### src/rtl/pipelined_chunk_adder.sv
// pipelined_chunk_adder
//   Multi-cycle adder/subtractor. Each RUN cycle adds one CHUNK-bit slice
//   of the operands and ripples the slice carry to the next cycle through
//   a carry register. The full carry chain is therefore spread over N clocks.
//
//   state | meaning
//   ------+-----------------------------------------------------------
//   IDLE  | ready for an operation; the accepting edge latches operands
//   RUN   | one slice per edge, k = 0 .. N-1
//   DONE  | result held on S/C_OUT/OVF until OUT_READY is seen
//
// Ports
//   CLK, RST              clock, asynchronous active-high reset
//   IN_VALID / IN_READY   operand handshake
//   SUB, C0, X, Y         mode, add-mode carry-in, operands
//   OUT_VALID / OUT_READY result handshake
//   S, C_OUT, OVF         sum/difference, unsigned carry (1 = no borrow in
//                         SUB mode), signed overflow
module pipelined_chunk_adder #(
    parameter int WIDTH = 16,
    parameter int CHUNK = 4
) (
    input  logic             CLK,
    input  logic             RST,
    input  logic             IN_VALID,
    output logic             IN_READY,
    input  logic             SUB,
    input  logic             C0,
    input  logic [WIDTH-1:0] X,
    input  logic [WIDTH-1:0] Y,
    output logic             OUT_VALID,
    input  logic             OUT_READY,
    output logic [WIDTH-1:0] S,
    output logic             C_OUT,
    output logic             OVF
);

    localparam int N  = WIDTH / CHUNK;
    localparam int KW = (N > 1) ? $clog2(N) : 1;
    localparam logic [KW-1:0] K_LAST = KW'(N - 1);

    typedef enum logic [1:0] {
        IDLE,
        RUN,
        DONE
    } state_t;

    state_t           state;
    logic [WIDTH-1:0] a_reg;
    logic [WIDTH-1:0] b_reg;      // already inverted for subtraction
    logic             carry;
    logic [KW-1:0]    k;

    logic [CHUNK-1:0] a_slice;
    logic [CHUNK-1:0] b_slice;
    logic [CHUNK-1:0] sum_slice;
    logic             ripple_c;
    logic             slice_cout;
    logic             slice_cmsb; // carry into the top bit of the slice

    // Select the active slice of the latched operands.
    always_comb begin
        a_slice = '0;
        b_slice = '0;
        for (int j = 0; j < N; j++) begin
            if (k == KW'(j)) begin
                a_slice = a_reg[j*CHUNK +: CHUNK];
                b_slice = b_reg[j*CHUNK +: CHUNK];
            end
        end
    end

    // Ripple of full-adder cells across the slice. On the last slice the
    // carry into its top bit is the carry into the operand MSB.
    always_comb begin
        sum_slice  = '0;
        ripple_c   = carry;
        slice_cmsb = carry;
        slice_cout = 1'b0;
        for (int i = 0; i < CHUNK; i++) begin
            slice_cmsb   = ripple_c;
            sum_slice[i] = a_slice[i] ^ b_slice[i] ^ ripple_c;
            ripple_c     = (a_slice[i] & b_slice[i]) |
                           (ripple_c & (a_slice[i] ^ b_slice[i]));
        end
        slice_cout = ripple_c;
    end

    always_ff @(posedge CLK or posedge RST) begin
        if (RST) begin
            state     <= IDLE;
            IN_READY  <= 1'b1;
            OUT_VALID <= 1'b0;
            S         <= '0;
            C_OUT     <= 1'b0;
            OVF       <= 1'b0;
            a_reg     <= '0;
            b_reg     <= '0;
            carry     <= 1'b0;
            k         <= '0;
        end else begin
            case (state)
                IDLE: begin
                    if (IN_VALID) begin
                        a_reg    <= X;
                        b_reg    <= SUB ? ~Y : Y;
                        carry    <= SUB | C0;   // SUB forces the +1 of two's complement
                        k        <= '0;
                        IN_READY <= 1'b0;
                        state    <= RUN;
                    end
                end
                RUN: begin
                    for (int j = 0; j < N; j++) begin
                        if (k == KW'(j)) begin
                            S[j*CHUNK +: CHUNK] <= sum_slice;
                        end
                    end
                    carry <= slice_cout;
                    if (k == K_LAST) begin
                        C_OUT     <= slice_cout;
                        OVF       <= slice_cmsb ^ slice_cout;
                        OUT_VALID <= 1'b1;
                        state     <= DONE;
                    end else begin
                        k <= k + 1'b1;
                    end
                end
                DONE: begin
                    if (OUT_READY) begin
                        OUT_VALID <= 1'b0;
                        IN_READY  <= 1'b1;
                        state     <= IDLE;
                    end
                end
                default: state <= IDLE;
            endcase
        end
    end

endmodule

### config.mk
export PLATFORM = sky130hd
export DESIGN_NAME = pipelined_chunk_adder
export DESIGN_NICKNAME = d
export VERILOG_FILES = /design/src/rtl/pipelined_chunk_adder.sv
export SDC_FILE = /design/constraint.sdc
export NUM_CORES = 1
export LEC_CHECK = 0
export CORE_AREA = 8 8 84 94
export DETAILED_ROUTE_END_ITERATION = 10
export DIE_AREA = 0 0 92 102
export PLACE_DENSITY_LB_ADDON = 0.15
export SETUP_SLACK_MARGIN = 0.1
export SLEW_MARGIN = 20
export SYNTH_ARGS = -nofsm -noshare
export SYNTH_HDL_FRONTEND = slang
export SYNTH_SLANG_ARGS = --single-unit
### constraint.sdc
create_clock -name CLK -period 4.7 [get_ports CLK]
set_clock_uncertainty 0.2 [all_clocks]
set_input_delay 1.41 -clock CLK [delete_from_list [all_inputs] [get_ports CLK]]
set_output_delay 1.41 -clock CLK [all_outputs]
set_load 0.03 [all_outputs]
After elaboration in Yosys (flattened, before gate mapping) --
Index checks and enable logic that the tools add are counted.
Storage, ports and cells: flip-flop bits (word level) 57, input port bits 38, output and inout port bits 20, word-level logic and storage cells 85
Operators by class: add/subtract/negate cells 1, equality and inequality tests 9, multiplexer cells 24, bitwise gates (word level) 23, reductions and logical operators 15
Operator list (count):
- $mux W4 | 8
- $mux W16 | 1
- $not A16 Y16 | 1
- $reduce_and A2 Y1 | 6
- $reduce_and A3 Y1 | 4
- $mux W2 | 5
- $xor A1 B1 Y1 | 9
- $and A1 B1 Y1 | 8
- $ne A2 B2 Y1 const B | 4
- $eq A2 B2 Y1 const B | 3
- $pmux W1 S2 | 3
- $pmux W2 S3 | 1
- $reduce_bool A2 Y1 | 3
- $mux W1 | 5
- $or A1 B1 Y1 | 5
- $eq A2 B1 Y1 const B | 2
- $logic_not A2 Y1 | 2
- $pmux W2 S2 | 1
- $add A2 B1 Y2 const B | 1

Longest topological paths before layout --
Gate-level depths: netlist of run 1.
depth after elaboration 15, gate-level depth with buffers 15

Worst setup path before layout of run 1 --
Ideal clock, no wire load.
path kind reg2reg, start point register k[0], end point register S[3], setup time 0.125 ns, data arrival time 2.967 ns, data required time 4.375 ns, path slack 1.409 ns, cell stages (with the launch flop) 14, buffers on the path 0, period minus slack after synthesis 3.291 ns, cells stage by stage dfrtp_1 inv_1 ha_1 nor2b_2 a221o_1 a22oi_1 fa_1 inv_1 fa_1 inv_1 fa_1 inv_1 fa_1 mux2_2
Between the ends: word-level cells in the longest chain between the ends 13
RTL lines:
- start, declared | line 52 | logic [KW-1:0] k;
- start signal, assigned | line 126 | k <= k + 1'b1;
- $logic_not A2 Y1 | line 66 | if (k == KW'(j)) begin
- $mux W4 (4 in series) | line 66
- $xor A1 B1 Y1 | line 84 | (ripple_c & (a_slice[i] ^ b_slice[i]));
- $and A1 B1 Y1 | line 84
- $or A1 B1 Y1 | line 83 | ripple_c = (a_slice[i] & b_slice[i]) |
- $and A1 B1 Y1 | line 84
- $or A1 B1 Y1 | line 83
- $and A1 B1 Y1 | line 84
- $or A1 B1 Y1 | line 83
- $xor A1 B1 Y1 * | line 82 | sum_slice[i] = a_slice[i] ^ b_slice[i] ^ ripple_c;
- named net sum_slice[3] | line 56 | logic [CHUNK-1:0] sum_slice;
- end signal, assigned by index | line 116 | S[j*CHUNK +: CHUNK] <= sum_slice;
- end, declared | line 33 | output logic [WIDTH-1:0] S,
The timed path passes the listed nets; every way through them passes the cells marked *. A chain may end at the register's enable or synchronous reset.

Worst setup path after layout of run 1 --
start point register k[1], end point register S[11]
Same word-level chain as after synthesis.

==> run metrics, run 1 <==
Critical Path Sink Type register; row count 31; hold_ws between 0.2 and 0.3 ns; ANT nets after route 0; NumNets Final between 300 and 400; CTS resizes 0; Worst VDD drop slightly above 0.0004 V; vias in the first global route around 2100; total design power roughly 0.0026 W; clk sinks 57; ant diodes 0; Slew headroom between 30 and 40%; Least-Margin Pin Slew a little over 0.9 ns; Tcrit/Tclk final between 70 and 80%; drc violations 0; CP peak stage delay 0.49 ns; CORE AREA 6360 um2; sequential area share after synthesis between 50% and 60%; gp weighted congestion 0.795; Max clock buf depth 2; Die Y-Extent around 100 um; Avg Cell Area, Syn between 10 and 15 um2; starting density of the core a little over two fifths; Die X-Extent 92 um; CP max stage cell fa_1; warnings from Yosys 0; Max FO, Critical Path 12; initial antenna violation count 0; DP HPWL around 4400 um; drt first-iter violations slightly below 60; gr ovfl total 0; fmax between 200 and 300 MHz; setup tns final 0 ns; die area between 9000 and 10000 um2; Critical Path, Cell by Cell inv_1 > ha_1 > nor2b_2 > a221o_1 > a22oi_1 > fa_1 > inv_1 > fa_1 > inv_1 > fa_1 > inv_1 > fa_1 > mux2_2; Area Growth Syn to Fin 27.8%; final wirelength approximately 5800 um; Syn Nets approximately 290; Num CTS Buffers 9; MaxCap Viol Count 0; CP bufs+invs 4; crit start category register; Clock transition at path regs ~0.060 ns; Post-CTS Setup Inserts 0; mapped cell area between 2000 and 3000 um2; drt wl/cell 15.0 um; TritonCTS clock tree yes; hold_buf cts 0; leakage around 1.5 nW; PD cells 749 nW/um2; worst-skew pair later-pin latency around 0.33 ns; Vias/cell slightly below 5; Post-Syn Instances about 250; via count between 1500 and 2000; io pins between 50 and 60; Hold Path Class reg2reg; CTS root buf clkbuf_8; Distinct cells, synth 30; Port Buf Inserts 57; share of layout cells above drive strength 1 between 10% and 20%; Pre-Repair DR Iteration Count 4; RSZ-0062 raised after global routing false; Final Critical Period between 3 and 4 ns; final setup vio count 0; GR Util All Layers 13.7%; status finished, final reports clean; first-pass GRT wire length 10000 um; H-tree Lvls 3; flops & latches, synth 57; Top delay family on crit path adder cells; CP Data Arrival Time between 3 and 4 ns; critical path required time between 4 and 5 ns; Slew Limit Fails 0; largest net degree at the start of global routing between 50 and 60; WS Path Type reg2reg; Fin. Hold Viols 0
worst reg2reg max path, delay by kind of cell (launching register included):
| kind | cells | cell delay, ns |
|---|---|---|
| multiplexers | 1 | 0.28 |
| AO/OA/AOI/OAI | 2 | 0.52 |
| AND/OR/NAND/NOR | 1 | 0.15 |
| flip-flops | 1 | 0.42 |
| buffers and inverters | 4 | 0.29 |
| adder cells (fa/ha/maj) | 5 | 1.69 |
routing by layer:
metal  share of wire [%]  wire [um]  vias up  global-route usage (%)
li1                    -          -      959                       -
met1                  43       2490      926                    15.5
met2                  49       2880       44                    22.5
met3                 5.7        332       11                    4.34
met4                 2.3        137        0                    8.19
met5                   0          0        -                       0
area by class of cell:
cell class                 instances  area (um2)
sequential                        57        1430
clock inverter                     4        20.0
tap                               82         103
timing repair buffer              59         586
multi-input combinational        164        1200
inverter                          13        48.8
clock buffer                      11         141
fill                             580        2840
placed cells by master, fill, tap and decap left out, types with 2 or more instances in the layout:
master           instances
a221o_1                  2
nand2b_1                 2
o21ai_0                 21
clkdlybuf4s50_1         57
xnor2_1                 14
a22oi_1                  5
ha_1                     4
a221oi_1                 4
o31ai_1                  4
mux2_2                  23
fa_1                     4
clkbuf_8                10
xor2_1                   3
nor2b_1                  4
a21oi_1                 25
nor2_1                  17
clkinv_2                 4
dfrtp_1                 56
inv_1                   12
nand2_1                 23
nand3b_4                 3
buf_4                    2
final timing paths:
check | slack, ns | depth (start not counted) | startpoint | to
max | 1.03 | 13 | k[1]$_DFFE_PP0P_ | S[11]$_DFFE_PP0P_
min | 0.28 | 2 | S[4]$_DFFE_PP0P_ | S[4]$_DFFE_PP0P_
max reg2reg | 1.03 | 13 | k[1]$_DFFE_PP0P_ | S[11]$_DFFE_PP0P_
min reg2reg | 0.28 | 2 | S[4]$_DFFE_PP0P_ | S[4]$_DFFE_PP0P_
max in group asynchronous | 2.21 | 3 | RST | a_reg[8]$_DFFE_PP0P_
min in group asynchronous | 1.29 | 2 | RST | S[5]$_DFFE_PP0P_
power breakdown:
part	leakage, nW	switching (W)	total, W	internal [W]
Combinational	0.735	0.000733	0.00136	0.000627
Sequential	0.670	0.000168	0.000901	0.000733
Clock	0.0887	0.000180	0.000378	0.000199
synth_stat cells (all sizes together):
master | instances | share of area, %
o31ai | 4 | 1.1
o21ai | 21 | 3.8
inv | 13 | 1.8
a21oi | 25 | 4.5
dfstp | 1 | 0.95
a221o | 2 | 0.73
ha | 4 | 1.8
nor2 | 17 | 2.3
buf | 11 | 2.6
xor2 | 3 | 0.95
a22oi | 5 | 1.4
nor3b | 1 | 0.68
fa | 4 | 2.9
nand2b | 2 | 0.45
a221oi | 4 | 1.3
a2bb2oi | 1 | 0.32
nand3b | 4 | 2.6
nand2 | 23 | 3.1
mux2 | 23 | 9.4
nor3 | 1 | 0.18
dfrtp | 56 | 51
xnor2 | 14 | 4.4
nor2b | 5 | 1.2
o21bai | 1 | 0.27
clkbuf | 2 | 0.41
per-stage QoR:
stage,worst slack (ns),instances,utilization [%],area (um2)
after global routing,0.848,390,55.4,3520
after global placement,1.14,375,52.9,3360
final,1.03,390,55.4,3520
after floorplan,1.41,247,-,2760
after detailed placement,1.02,375,52.9,3360
after CTS,1.01,390,55.4,3520
cell families (layout without fill, tap and decap cells):
| kind of cell | count (synthesis) | count (layout) | synth area share [%] |
|---|---|---|---|
| buf+inv | 26 | 87 | 4.76 |
| xor+xnor | 17 | 17 | 5.40 |
| mux | 23 | 23 | 9.39 |
| simple gates | 53 | 53 | 10.6 |
| fa+ha+maj | 8 | 8 | 4.72 |
| flops | 57 | 57 | 51.8 |
| compound gates | 63 | 63 | 13.4 |
(Power assumes the default switching activity.)
==> run 2: changes to the inputs <==
==> constraint.sdc (replaced) <==
create_clock -name CLK -period 3.2 [get_ports CLK]
set_clock_uncertainty 0.2 [all_clocks]
set_input_delay 0.96 -clock CLK [delete_from_list [all_inputs] [get_ports CLK]]
set_output_delay 0.96 -clock CLK [all_outputs]
set_load 0.03 [all_outputs]
==> run metrics, run 2 (same netlist as run 1, synthesis figures left out) <==
commonest cells after routing, fill and taps aside clkdlybuf4s50_1, dfrtp_1, a21oi_1; status complete, but fails checks; CTS root buf clkbuf_8; CP peak stage delay 0.44 ns (-0.05 ns); PD cells 1140 nW/um2 (+53%); dpl ws -0.0188 ns (-1.04 ns); via count 1982 (+2.2%); Num CTS Buffers 9 (unchanged); Vias/cell 4.85 (-2.6%); drc violations 0 (unchanged); final setup margin -0.00535 ns (-1.04 ns); CORE AREA 6360 um2 (unchanged); Slew Limit Fails 0 (unchanged); Port Buf Inserts 57 (unchanged); Psw 0.00169 W (+56%); gp weighted congestion 0.798 (+0.39%); Hold Path Class reg2reg; DP HPWL 4440 um (-0.23%); CP Data Arrival Time 3.22 ns (-0.46 ns); clk sinks 57 (unchanged); TritonCTS clock tree yes; final wirelength 5770 um (-1.0%); Max FO, Critical Path 5 (-7); ant diodes 0 (unchanged); fillers 529 (-8.8%); Combinational Power Share 55.8% (+4.3 points); Reg power frac 30.6% (-3.5 points); GR Util All Layers 13.7% (-0.024 points); CP max stage cell dfrtp_2; RSZ-0062 raised after global routing true; critical path required time 3.22 ns (-1.50 ns); most common cell after layout, fill and taps aside clkdlybuf4s50_1; WS Path Type reg2reg; leakage 1.60 nW (+7.1%); Top delay family on crit path adder cells; largest net degree at the start of global routing 51 (unchanged); drt first-iter violations 77 (+33%); Clock transition at path regs 0.06 ns (about the same); fmax 312 MHz (+14%); H-tree Lvls 3 (unchanged); Least-Margin Pin Slew 0.575 ns (-0.332 ns); clock power share 13.6% (-0.7 points); Worst R2R Path Depth 13 (unchanged); Tcrit/Tclk final 100% (+22 points); failing checks setup timing; Worst VDD drop 0.000515 V (+26%); MaxCap Viol Count 0 (unchanged); share of layout cells above drive strength 1 24.8% (+9.5 points); hold_ws 0.277 ns (+0.00112 ns); total design power 0.00431 W (+63%); Fin. Hold Viols 0 (unchanged); ANT nets after route 0 (unchanged); Area Growth Syn to Fin 36.8%; Worst Hold Path Cells 2 (unchanged); die area 9380 um2 (unchanged); gr ovfl total 0 (unchanged); Die X-Extent 92 um (unchanged); NumNets Final 368 (+5.1%); WP depth 13 (unchanged); crit start category register; Post-DP Area 3530 um2 (+4.9%); Critical Path, Cell by Cell inv_4 > ha_4 > nor2b_4 > a221o_1 > a22oi_2 > fa_2 > inv_2 > fa_2 > inv_2 > fa_2 > inv_2 > fa_2 > mux2_4; Most common cell on crit path fa_2; CP bufs+invs 4 (unchanged); Slew headroom 61.7% (+22 points); row count 31 (unchanged); Critical Path Sink Type register; first-pass GRT wire length 10000 um (+0.21%); Int Power 0.00262 W (+68%); Die Y-Extent 102 um (unchanged); hold_buf cts 0 (unchanged); Max clock buf depth 2 (unchanged); final setup vio count 2 (+2); Sw Ratio 39.2% (-1.7 points); Final Critical Period 3.21 ns (-0.462 ns); worst-skew pair later-pin latency 0.33 ns (about the same); vias in the first global route 2026 (-3.2%); starting density of the core 43.4% (unchanged); io pins 58 (unchanged); Pre-Repair DR Iteration Count 4 (unchanged); drt wl/cell 14.1 um (-5.6%); initial antenna violation count 0 (unchanged); Design Area, Final 3770 um2 (+7.0%)
==> run 2: cell type report <==
cell class | count | area, um2 | area share (%)
multi-input combinational | 164 | 1270 | 33.7
sequential | 57 | 1430 | 37.9
clock buffer | 13 | 159 | 4.21
inverter | 13 | 51.3 | 1.36
clock inverter | 3 | 15.0 | 0.398
timing repair buffer | 77 | 746 | 19.8
tap | 82 | 103 | 2.72
==> run 2: final timing paths <==
check | from | to | slack [ns]
min | S[0]$_DFFE_PP0P_ | S[0]$_DFFE_PP0P_ | 0.28
max | k[0]$_DFFE_PP0P_ | S[11]$_DFFE_PP0P_ | -0.005
max in group asynchronous | RST | IN_READY$_DFFE_PP1P_ | 1.41
min in group asynchronous | RST | S[9]$_DFFE_PP0P_ | 0.74
max reg2reg | k[0]$_DFFE_PP0P_ | S[11]$_DFFE_PP0P_ | -0.005
min reg2reg | S[0]$_DFFE_PP0P_ | S[0]$_DFFE_PP0P_ | 0.28
==> run 2: timing repair <==
action | 4_1_cts | 5_1_grt
hold endpoints to repair | 0 | 0
pin swaps | 3 | 1
setup buffers | 3 | 3
resized for setup | 2 | 4
setup endpoints to repair | 7 | 7
==> run 2: tightest hold or removal path: cells and delay by family (launching register included) <==
kind,cells,cell delay [ns]
simple gates,1,0.05
flops,1,0.34
compound gates,1,0.06
==> run 2: layer usage <==
layer | vias to the layer above | global-route usage, % | wire [um]
li1 | 997 | - | -
met1 | 924 | 17.1 | 2680
met2 | 48 | 20.5 | 2670
met3 | 13 | 4.56 | 266
met4 | 0 | 7.57 | 148
met5 | - | 0 | 0
==> run 2: per-stage QoR <==
stage	TNS, ns	std cells	utilization, %
after floorplan	0	247	-
after global placement	0	387	55.5
after detailed placement	-0.0591	387	55.5
after CTS	-0.0233	406	58.8
after global routing	-0.457	409	59.3
final	-0.00882	409	59.3
==> run 2: power by group through the flow <==
stage / Clock, W / Combinational (W) / Sequential, W
2_1_floorplan: 0 / 0.00142 / 0.00147
3_3_place_gp: 0 / 0.00226 / 0.00133
3_5_place_dp: 0 / 0.00230 / 0.00134
4_1_cts: 0.000612 / 0.00238 / 0.00132
5_1_grt: 0.000648 / 0.00265 / 0.00137
6_report: 0.000586 / 0.00241 / 0.00132
